## src/rtl/press_decoder.sv

```systemverilog
// Classifies conditioned button presses into short, long and double events.
// A single counter times both the press length and the release-to-repress gap.
module press_decoder #(
  parameter int LONG_CYCLES = 50,
  parameter int DOUBLE_GAP  = 25
) (
  input  logic clk,
  input  logic reset,
  input  logic conditioned,
  input  logic positiveedge,
  input  logic negativeedge,
  output logic shortpress,
  output logic longpress,
  output logic doublepress,
  output logic held
);

  localparam int MAX_COUNT = (LONG_CYCLES > DOUBLE_GAP) ? LONG_CYCLES : DOUBLE_GAP;
  localparam int CNT_W     = $clog2(MAX_COUNT + 1);

  localparam logic [CNT_W-1:0] LONG_LAST = CNT_W'(LONG_CYCLES - 1);
  localparam logic [CNT_W-1:0] GAP_LAST  = CNT_W'(DOUBLE_GAP - 1);
  localparam logic [CNT_W-1:0] CNT_ONE   = CNT_W'(1);

  typedef enum logic [2:0] {
    IDLE,
    PRESSED,
    GAP,
    PRESSED2,
    HELD
  } state_t;

  state_t           state_q, state_d;
  logic [CNT_W-1:0] count_q, count_d;
  logic             shortpress_q, shortpress_d;
  logic             longpress_q, longpress_d;
  logic             doublepress_q, doublepress_d;
  logic             held_q, held_d;

  logic             pos_ok;
  logic             neg_ok;
  logic [CNT_W-1:0] count_inc;

  // Coincident edge pulses cancel each other out in every state.
  assign pos_ok    = positiveedge & ~negativeedge;
  assign neg_ok    = negativeedge & ~positiveedge;
  assign count_inc = (count_q == '1) ? count_q : count_q + CNT_ONE;

  always_comb begin
    state_d       = state_q;
    count_d       = count_q;
    shortpress_d  = 1'b0;
    longpress_d   = 1'b0;
    doublepress_d = 1'b0;
    unique case (state_q)
      IDLE: begin
        // A genuine rising edge leaves the level high; this also keeps a
        // button held through reset from being mistaken for a new press.
        if (pos_ok && conditioned) begin
          state_d = PRESSED;
          count_d = CNT_ONE;
        end
      end
      PRESSED: begin
        if (neg_ok) begin
          state_d = GAP;
          count_d = CNT_ONE;
        end else if (count_q == LONG_LAST) begin
          state_d     = HELD;
          count_d     = count_inc;
          longpress_d = 1'b1;
        end else begin
          count_d = count_inc;
        end
      end
      GAP: begin
        if (pos_ok) begin
          state_d       = PRESSED2;
          doublepress_d = 1'b1;
        end else if (count_q == GAP_LAST) begin
          state_d      = IDLE;
          count_d      = '0;
          shortpress_d = 1'b1;
        end else begin
          count_d = count_inc;
        end
      end
      PRESSED2, HELD: begin
        if (neg_ok) begin
          state_d = IDLE;
          count_d = '0;
        end
      end
      default: begin
        state_d = IDLE;
        count_d = '0;
      end
    endcase
    held_d = (state_d == HELD);
  end

  always_ff @(posedge clk or posedge reset) begin
    if (reset) begin
      state_q       <= IDLE;
      count_q       <= '0;
      shortpress_q  <= 1'b0;
      longpress_q   <= 1'b0;
      doublepress_q <= 1'b0;
      held_q        <= 1'b0;
    end else begin
      state_q       <= state_d;
      count_q       <= count_d;
      shortpress_q  <= shortpress_d;
      longpress_q   <= longpress_d;
      doublepress_q <= doublepress_d;
      held_q        <= held_d;
    end
  end

  assign shortpress  = shortpress_q;
  assign longpress   = longpress_q;
  assign doublepress = doublepress_q;
  assign held        = held_q;

endmodule

```

## config.mk

```make
export PLATFORM = sky130hd
export DESIGN_NAME = press_decoder
export DESIGN_NICKNAME = d
export VERILOG_FILES = /design/src/rtl/press_decoder.sv
export SDC_FILE = /design/constraint.sdc
export NUM_CORES = 1
export LEC_CHECK = 0
export CORE_MARGIN = 3
export CORE_UTILIZATION = 58
export DETAILED_ROUTE_END_ITERATION = 12
export HOLD_SLACK_MARGIN = 0.1
export PLACE_DENSITY_LB_ADDON = 0.08
export RECOVER_POWER = 25
export SYNTH_ARGS = -nofsm -noshare
export SYNTH_HDL_FRONTEND = slang
export SYNTH_SLANG_ARGS = --single-unit
```

## constraint.sdc

```tcl
create_clock -name clk -period 4.65 [get_ports clk]
set_input_delay 0.6975 -clock clk [delete_from_list [all_inputs] [get_ports clk]]
set_output_delay 0.6975 -clock clk [all_outputs]
set_load 0.03 [all_outputs]
```

# After elaboration in Yosys (flattened, before gate mapping)
# Index checks and enable logic that the tools add are counted.
[op_classes]
addsub = 1
reduce_logical = 4
mux = 22
eq_ne = 11
n_bitwise = 4
[ops]
columns = ["op", "n"]
rows = [
  ["2-to-1 mux 6 bit", 6],
  ["one-hot mux 6 bit (4 select lines)", 1],
  ["2-to-1 mux 3 bit", 6],
  ["equality test 6 bit, second input constant", 2],
  ["one-hot mux 3 bit (4 select lines)", 1],
  ["2-to-1 mux 1 bit", 8],
  ["adder 6 x 1 -> 6 bit, second input constant", 1],
  ["equality test 3 x 2 -> 1 bit, second input constant", 2],
  ["equality test 3 bit, second input constant", 2],
  ["equality test 6 x 5 -> 1 bit, second input constant", 1],
  ["!= test 2 bit, second input constant", 3],
  ["equality test 3 x 1 -> 1 bit, second input constant", 1],
  ["zero test 3 bit", 1],
  ["AND reduction 3 bit", 1],
  ["AND 1 bit", 2],
  ["inverter 1 bit", 2],
  ["OR reduction 2 bit", 1],
  ["logical AND 1 bit", 1],
]
[word_totals]
register_bits = 13
elab_cells = 48

# Depth between registers and ports, before layout
# Gate-level depths: netlist (run 1).
[logic_depth]
depth_word = 6
mapped_depth = 6

# Worst setup path after synthesis (run 1)
# OpenSTA, ideal clock, no wires.
[synth_timing]
kind = "input -> register"
startpoint = "in negativeedge"
endpoint = "reg count_q[0]"
path_stages = 5
arrival_ns = 1.552
n_path_buf = 0
setup_slack_ns = 2.975
required_ns = 4.527
cell_sequence = "nor4bb_4 -> o32ai_2 -> a21boi_2 -> a21oi_1 -> o221a_1"
[synth_via]
elab_chain_len = 5
word_cells_on_any_way = 10
[synth_rtl]
columns = ["element", "line_no", "text"]
rows = [
  ["start: declaration", "11", "input logic negativeedge,"],
  ["inverter 1 bit", "45", "assign pos_ok = positiveedge & ~negativeedge;"],
  ["AND 1 bit", "45", ""],
  ["logical AND 1 bit", "59", "if (pos_ok && conditioned) begin"],
  ["!= test 2 bit (no line)", "--", ""],
  ["AND reduction 3 bit (no line)", "--", ""],
  ["end signal: assignment", "112", "count_q <= count_d;"],
  ["end: declaration", "34", "logic [CNT_W-1:0] count_q, count_d;"],
]
# Parallel ways exist; a longest one is shown, timed or not.
# A chain may end at the register's enable or synchronous reset.

# Final worst setup path (run 1)
# Ends and elaborated chain as after synthesis.

==> metrics.md, run 1 <==
| Metric | Value |
|---|---|
| Sw Ratio | 39.1% |
| FP Rows | 12 |
| GP Congestion | 0.815 |
| RSZ-0062 raised after global routing | no |
| Detailed-route via count | 692 |
| Crit end category | flop |
| Maximum vdd drop | 0.218 mV |
| Diode count | 0 |
| Final HPWL DP | 1.15 mm |
| Share of power burned in registers | 48.2% |
| Worst-margin pin slew | 475 ps |
| Status | finished, final reports clean |
| Die area | 1910 sq um |
| Clk pwr share | 19.1% |
| R2R cell count | 5 |
| Clk_lat worst skew | 270 ps |
| Setup tns final | 0 ps |
| Grt total ovfl | 0 |
| Top cell type by total area after synthesis | dfrtp_1 |
| IO Count | 9 |
| Max Slew Vio Count | 0 |
| Setup violators final | 0 |
| Hold_buf cts | 0 |
| Initial antenna violation count | 0 |
| Clk_skew | 3.23 ps |
| Rel. slew slack | 68.3% |
| DRT antenna net count | 0 |
| Post-synthesis cell type count | 38 |
| CTS tree | built |
| # resized after CTS | 0 |
| Worst min path class | flop to flop |
| Final Cycle Share | 44.9% |
| Final Hold Violating Endpoints | 0 |
| Logic pwr share | 32.7% |
| Iteration count of the initial detailed-routing pass | 4 |
| Post-CTS setup buffer count | 0 |
| Max Buffers Root-to-Sink | 2 |
| Yosys warnings | 0 |
| Most frequent cells in the layout | dfrtp_1, a21oi_1, clkdlybuf4s50_1 |
| Fin crit period | 2090 ps |
| Synth Register Bits | 13 |
| Cell internal pwr | 0.222 mW |
| DR WL/cell | 15.1 um |
| First-pass GRT wire length | 2.82 mm |
| Max_cap viols | 0 |
| Final WL | 1.62 mm |
| Synthesized instance count | 84 |
| Vias in the first global route | 599 |
| P_leak | 0.388 nW |
| Post-Synthesis Net Count | 92 |
| Pin count of the biggest net entering global routing | 16 |
| Vias per inst | 6.47 |
| Share of the synthesized area in the top cell type | 39.5% |
| CP max FO | 5 |
| CTS root buf | clkbuf_4 |
| Final nets | 102 |
| Buffers on Ports | 8 |
| Core area | 1220 sq um |
| Setup crit start kind | input pin |
| WHS Path Cells | 2 |
| Reg clk slew, reported paths | 80 ps |
| Layout cells sized above 1 | 15.1% |
| Commonest non-fill, non-tap cell in the layout | dfrtp_1 |
| GR Util All Layers | 19.3% |
| Cts bufs inserted | 3 |
| Worst Path Required | 4810 ps |
| First DRT Iteration DRCs | 16 |
| Synth Cell Area | 823 sq um |
| Syn Area/Cell | 9.80 sq um |
| Critical Path AT | 2250 ps |
| Initial core utilization | 67.7% |
| Die width | 43.7 um |
| Die height | 43.7 um |
| Area Growth Syn to Fin | 12.6% |
| R2R Setup Slk | 3040 ps |
| Synth area leaders | dfrtp_1, ha_1, a21oi_1, o21ai_0, nor4bb_4 |
| Pwr dens | 393 nW/um^2 |
| Switch Pwr | 0.142 mW |
| CTS Sinks | 13 |
| Setup CP Type | input pin to flop |
| Post-synthesis sequential area ratio | 39.5% |
| Max frequency | 478 MHz |
| Htree depth | 1 |
| Tot Pwr | 0.364 mW |
| DR DRC count | 0 |
[cell type report]
| type | instances | area (sq um) |
|---|---|---|
| clock buffer | 4 | 26.3 |
| fill | 81 | 289 |
| inverter | 6 | 22.5 |
| multi-input combinational | 62 | 455 |
| sequential | 13 | 325 |
| tap | 14 | 17.5 |
| timing repair buffer | 8 | 80.1 |
[power groups by stage]
stage               Clock (mW)  Sequential [mW]  Combinational, mW
finish                  0.0697            0.176              0.119
detailed placement           0            0.177              0.118
global placement             0            0.176              0.117
floorplan                    0            0.161              0.106
global route            0.0761            0.182              0.135
CTS                     0.0693            0.175              0.119
[cells in the mapped netlist (all sizes together)]
cell / count
and4: 1
nand4: 1
buf: 2
a211oi: 1
and3: 3
o221a: 1
mux2: 1
mux2i: 1
o21ai: 7
a31oi: 1
o32ai: 1
a22oi: 1
nand2: 4
and4b: 1
nor4: 1
clkbuf: 1
a21boi: 2
and2b: 1
a311oi: 2
and2: 1
ha: 3
nor2: 6
a21oi: 7
dfrtp: 13
o22ai: 1
a2111oi: 1
nor3: 3
o21a: 1
nor2b: 2
inv: 6
nand3: 4
a32oi: 1
nor4bb: 2
[critical path, stage by stage]
cell	delay, ps
clkdlybuf4s50_1	610
a21boi_2	280
o32ai_2	150
a21boi_2	220
a21oi_1	90
o221a_1	200
[per-layer routing]
metal	GRT usage [%]	wire, um
met1	29.2	751
met2	28.5	731
met3	3.73	117
met4	3.61	17
met5	0	0
[state kept, by name (all words and copies together), names as in the netlist]
register	flops
state_q	3
held	1
doublepress	1
count_q	6
shortpress	1
longpress	1
[metrics by stage]
| stage | instance area, sq um | std cells | hold slack [ps] | util, % | worst slack [ps] |
|---|---|---|---|---|---|
| 2_1_floorplan | 823 | 84 | 527 | - | 2970 |
| 3_3_place_gp | 901 | 103 | 572 | 74.1 | 2330 |
| 3_5_place_dp | 901 | 103 | 586 | 74.1 | 2300 |
| 4_1_cts | 927 | 107 | 604 | 76.2 | 2570 |
| 5_1_grt | 927 | 107 | 637 | 76.2 | 2450 |
| 6_report | 927 | 107 | 604 | 76.2 | 2560 |
[cell families (layout without fill, tap and decap cells)]
| group | Yosys count | in the layout | share of synthesized area, % |
|---|---|---|---|
| buffers and inverters | 9 | 18 | 5.17 |
| flip-flops | 13 | 13 | 39.5 |
| AND/OR/NAND/NOR | 30 | 30 | 23.7 |
| adder cells (fa/ha/maj) | 3 | 3 | 4.56 |
| AO/OA/AOI/OAI | 27 | 27 | 24.5 |
| multiplexers | 2 | 2 | 2.58 |
[path summary, 6_finish.rpt]
kind                                   startpoint                      to
max                                  negativeedge  count_q[0]$_DFFE_PP0P_
min in group asynchronous                   reset    shortpress$_DFF_PP0_
min reg2reg                count_q[1]$_DFFE_PP0P_  count_q[1]$_DFFE_PP0P_
min                        count_q[1]$_DFFE_PP0P_  count_q[1]$_DFFE_PP0P_
max in group asynchronous                   reset  count_q[2]$_DFFE_PP0P_
max reg2reg                  state_q[2]$_DFF_PP0_  count_q[0]$_DFFE_PP0P_
Power figures use the tool's default switching activity.
==> run 2: changes to the inputs <==
--- a/config.mk
+++ b/config.mk
@@ -6,7 +6,7 @@
 export NUM_CORES = 1
 export LEC_CHECK = 0
 export CORE_MARGIN = 3
-export CORE_UTILIZATION = 58
+export CORE_UTILIZATION = 48
 export DETAILED_ROUTE_END_ITERATION = 12
 export HOLD_SLACK_MARGIN = 0.1
 export PLACE_DENSITY_LB_ADDON = 0.08
==> constraint.sdc (replaced) <==
create_clock -name clk -period 1.8 [get_ports clk]
set_input_delay 0.27 -clock clk [delete_from_list [all_inputs] [get_ports clk]]
set_output_delay 0.27 -clock clk [all_outputs]
set_load 0.03 [all_outputs]
==> run 2 against run 1 <==
- clock skew up 1.6 ps
- die area rose by 18%
- global-route usage decreased by 0.82 points
- largest cell class unchanged
- utilization down 14 points
- cell area grew 5.3%
- routed wire length is 4.9% higher
==> metrics.md, run 2 (synthesis gave the netlist of run 1 again) <==
| Metric | Value |
|---|---|
| Status | finished, final reports clean (unchanged) |
| Clk_lat worst skew | 270 ps (about the same) |
| CTS Sinks | 13 (unchanged) |
| DR DRC count | 0 (unchanged) |
| Max reg flops | 6 (unchanged) |
| FF-to-FF Start | count_q[0]$_DFFE_PP0P_ (was state_q[2]$_DFF_PP0_) |
| Vias per inst | 5.90 (was 6.47) |
| Hold_buf cts | 0 (unchanged) |
| CTS root buf | clkbuf_4 (unchanged) |
| Die area | 2250 sq um (was 1910 sq um) |
| Post-DP Area | 948 sq um (was 901 sq um) |
| Htree depth | 1 (unchanged) |
| DRT antenna net count | 0 (unchanged) |
| Top reg by flops | count_q (unchanged) |
| Fill count | 142 (was 81) |
| # resized after CTS | 0 (unchanged) |
| Max frequency | 611 MHz |
| Detailed-route via count | 678 (was 692) |
| GR Util All Layers | 18.5% (was 19.3%) |
| R2R Setup Slk | 180 ps (was 3040 ps) |
| Final WL | 1.70 mm (was 1.62 mm) |
| Final HPWL DP | 1.24 mm (was 1.15 mm) |
| Rel. slew slack | 64.8% (was 68.3%) |
| Max_cap viols | 0 (unchanged) |
| Iteration count of the initial detailed-routing pass | 4 (unchanged) |
| First DRT Iteration DRCs | 11 (was 16) |
| Final Hold Violating Endpoints | 0 (unchanged) |
| Buffers on Ports | 8 (unchanged) |
| Biggest regs | count_q (6), state_q (3) (unchanged) |
| Pwr dens | 1000 nW/um^2 (was 393 nW/um^2) |
| CP startpoint | negativeedge (unchanged) |
| Die width | 47.4 um (was 43.7 um) |
| R2R cell count | 5 (unchanged) |
| FP Rows | 14 (was 12) |
| GP Congestion | 0.790 (was 0.815) |
| Commonest non-fill, non-tap cell in the layout | dfrtp_1 (unchanged) |
| Setup violators final | 0 (unchanged) |
| Tot Pwr | 0.977 mW (was 0.364 mW) |
| Area Growth Syn to Fin | 18.5% (was 12.6%) |
| Layout cells sized above 1 | 21.2% (was 15.1%) |
| Crit path to | count_q[0]$_DFFE_PP0P_ (unchanged) |
| Max Buffers Root-to-Sink | 2 (unchanged) |
| Core area | 1560 sq um (was 1220 sq um) |
| Final Cycle Share | 90.9% |
| Reg clk slew, reported paths | 80 ps (about the same) |
| Initial antenna violation count | 0 (unchanged) |
| Worst Path Required | 1960 ps (was 4810 ps) |
| Initial core utilization | 52.8% (was 67.7%) |
| P_leak | 0.417 nW (was 0.388 nW) |
| Vias in the first global route | 589 (was 599) |
| Most frequent cells in the layout | dfrtp_1, a21oi_1, clkdlybuf4s50_1 (unchanged) |
| Cts bufs inserted | 3 (unchanged) |
| Final Instance Area | 976 sq um (was 927 sq um) |
| Final core occ | 62.6% (was 76.2%) |
| Die height | 47.4 um (was 43.7 um) |
| Crit end category | flop (unchanged) |
| RR Endpoint | count_q[0]$_DFFE_PP0P_ (unchanged) |
| Fin crit period | 1640 ps |
| Final nets | 108 (was 102) |
| Worst-margin pin slew | 527 ps (was 475 ps) |
| DR WL/cell | 14.8 um (was 15.1 um) |
| Setup CP Type | input pin to flop (unchanged) |
| IO Count | 9 (unchanged) |
| Worst min path class | input pin to async pin (was flop to flop) |
| RSZ-0062 raised after global routing | no (unchanged) |
| CP max FO | 5 (unchanged) |
| Maximum vdd drop | 0.687 mV (was 0.218 mV) |
| Max Slew Vio Count | 0 (unchanged) |
| Grt total ovfl | 0 (unchanged) |
| Diode count | 0 (unchanged) |
| Setup crit start kind | input pin (unchanged) |
| Clk_skew | 4.78 ps (was 3.23 ps) |
| Post-CTS setup buffer count | 0 (unchanged) |
| First-pass GRT wire length | 2.86 mm (was 2.82 mm) |
| Critical Path AT | 1800 ps (was 2250 ps) |
| Pin count of the biggest net entering global routing | 16 (unchanged) |
| CTS tree | built (unchanged) |
[run 2: cell count changes in the layout (fill, tap and decap cells not counted)]
| cell | delta |
|---|---|
| buf_4 | +6 |
| dfrtp_1 | -1 |
| dfrtp_2 | +1 |
[run 2: area by class of cell]
cell class                      instances  area, sq um  area share [%]
Sequential cell                        13          327            33.5
Tap cell                               16         20.0            2.05
Clock buffer                            4         26.3            2.69
Inverter                                6         22.5            2.31
Timing Repair Buffer                   14          125            12.8
Multi-Input combinational cell         62          455            46.7
[run 2: report_power, final]
part | switching (mW) | internal, mW
clock network | 0.0911 | 0.0858
logic | 0.180 | 0.157
registers | 0.115 | 0.348
[run 2: worst min-delay path by stage]
stage,from,end,slack (ps),depth (start not counted)
floorplan,reset,count_q[0]$_DFFE_PP0P_,150,1
global placement,count_q[1]$_DFFE_PP0P_,count_q[1]$_DFFE_PP0P_,570,2
detailed placement,count_q[4]$_DFFE_PP0P_,count_q[4]$_DFFE_PP0P_,580,2
CTS,reset,shortpress$_DFF_PP0_,340,2
global route,reset,doublepress$_DFF_PP0_,510,2
finish,reset,shortpress$_DFF_PP0_,470,2
[run 2: per-layer routing]
layer / GRT usage (%) / wire (um) / share of wire (%) / vias up
li1: - / - / - / 340
met1: 27.3 / 855 / 50 / 319
met2: 25.9 / 758 / 45 / 17
met3: 3.38 / 65 / 3.8 / 2
met4: 8.29 / 18 / 1.1 / 0
met5: 0 / 0 / 0 / -
[run 2: worst max-delay path, cell delays in order]
cell             delay [ps]
clkdlybuf4s50_1         520
nor4bb_4                340
o32ai_2                 140
a21boi_2                230
a21oi_1                  90
o221a_1                 210
[run 2: through the flow]
stage	hold WS (ps)	instances	TNS [ps]	worst slack, ps
after floorplan	147	84	0	349
after global placement	570	111	-172	-52.7
after detailed placement	581	111	-512	-120
after CTS	343	115	0	175
after global routing	506	115	0	62.3
final	474	115	0	164
==> RTL change (config.mk and constraints of run 1) <==
`DOUBLE_GAP`: 25 -> 50.
--- a/src/rtl/press_decoder.sv
+++ b/src/rtl/press_decoder.sv
@@ -3,5 +3,5 @@
 module press_decoder #(
   parameter int LONG_CYCLES = 50,
-  parameter int DOUBLE_GAP  = 25
+  parameter int DOUBLE_GAP  = 50
 ) (
   input  logic clk,
Formal check against the unedited RTL: no difference found for any inputs over 10 cycles, from zero or initial values and one cycle with reset high; that may be too few to reach the edited logic, so the function may still have changed.
==> RTL change against run 1 <==
- total power grew 14%
- combinational power increased by 47%
- area after synthesis is 6.2% higher
- clock skew decreased by 0.0017 ns
- count of clock-buffer cells in the layout unchanged
- setup slack improved by 0.027 ns
- sequential cell count is the same
- hold slack got worse by 0.040 ns
- routed wire length down 1.9%
- final area is 5.9% higher
- critical path type unchanged
- largest cell class unchanged
- highest routed layer unchanged
==> RTL change: results (changes against run 1) <==
** Synthesis
- The top-area cell type share of the netlist area was 0.372 (-0.0232).
- Part of the Yosys area used for sequential elements :: 0.372 (-0.0232)
- The adder and majority gate portion of the synthesized area was 0.0286 (-0.0170).
- The net count after synthesis was 89 (-3.3%).
- Synth Area in Compound Gates :: 0.306 (+0.0615)
- The average footprint of a synthesized cell is 10.7 um2 (+8.8%).
- Biggest area contributors in the synthesized netlist :: sky130_fd_sc_hd__dfrtp_1, sky130_fd_sc_hd__o2bb2a_4, sky130_fd_sc_hd__a21oi_4
- Mux cell area share after synthesis :: 0.0386 (+0.0128)

** STA
- Skew final :: 0.00151 ns (-0.00172 ns)
- The time the final worst path needs with I/O delays and setup was 2.06 ns (-0.0271 ns).
- Hold slack final :: 0.564 ns (-0.0400 ns)
- Worst-margin pin slew :: 0.487 ns (+0.0119 ns)

** Outcome
- Result of the run :: finished clean

** Detailed routing
- Total via count after detailed routing :: 648 (-6.4%)
- The post-detailed-route wirelength per cell came to 15.0 um (-0.93%).

** Pwr
- The static leakage came to 0.388 nW (about the same).
- The largest voltage drop on the vdd net was 229 uV (+4.9%).
- The net switching share of the total power came to 0.394 (+0.00302).
- Fraction of power consumed by combinational cells :: 0.421 (+0.094)
- Sequential power share :: 0.411 (-0.071)

** Setup path
- The data arrival time of the critical path came to 2.23 ns (-0.02 ns).
- The worst setup slack for register-to-register paths was 2.96 ns (-0.08 ns).
- In this run the critical register-to-register path is launched from count_q[0].
- The top fanout value on the critical path came to 7 (+2).

** Cells and area
- Fraction of layout instances using a drive strength above 1 :: 0.209 (+0.0583)
- Core Util, Final :: 0.728 (-0.0348)
- Number of nets in the finished design :: 99 (-2.9%)

** Worst hold path
- Hold path endpoint :: count_q[4]

** Placed design
- The HPWL after detailed placement is 1170 um (+1.5%).
- The instance area at placement was 956 um2 (+6.1%).
- The placed instance count came to 102 (-0.97%).
- Worst slack after detailed placement :: 2.31 ns (+0.00874 ns)

** Global route
- GR Util met3 :: 0.0359 (-0.00149)
- The via count of the first global-routing pass is 610 (+1.8%).
- Met1 usage :: 0.256 (-0.0360)
RTL change: cell type report:
type,count,share of cell area
Timing Repair Buffer,8,0.0815
Tap cell,15,0.0191
Multi-Input combinational cell,62,0.526
Inverter,4,0.0153
Sequential cell,13,0.331
Clock buffer,4,0.0268
RTL change: worst register-to-register path, delay by kind of cell, from the launching register on:
| family | cells | cell delay, ns |
|---|---|---|
| AND/OR/NAND/NOR | 3 | 0.56 |
| AO/OA/AOI/OAI | 2 | 0.35 |
| flip-flops | 1 | 0.42 |
| adder cells (fa/ha/maj) | 1 | 0.25 |
RTL change: logic make-up (layout without fill, tap and decap cells):
| logic type | Yosys count | after routing |
|---|---|---|
| compound gates | 26 | 26 |
| fa+ha+maj | 2 | 2 |
| mux | 2 | 2 |
| flops | 13 | 13 |
| simple gates | 32 | 32 |
| buf+inv | 7 | 16 |
RTL change: routing by layer:
layer | wire, um | up-vias
met4 | 26 | 0
li1 | - | 320
met5 | 0 | -
met3 | 67 | 5
met1 | 753 | 305
met2 | 739 | 18
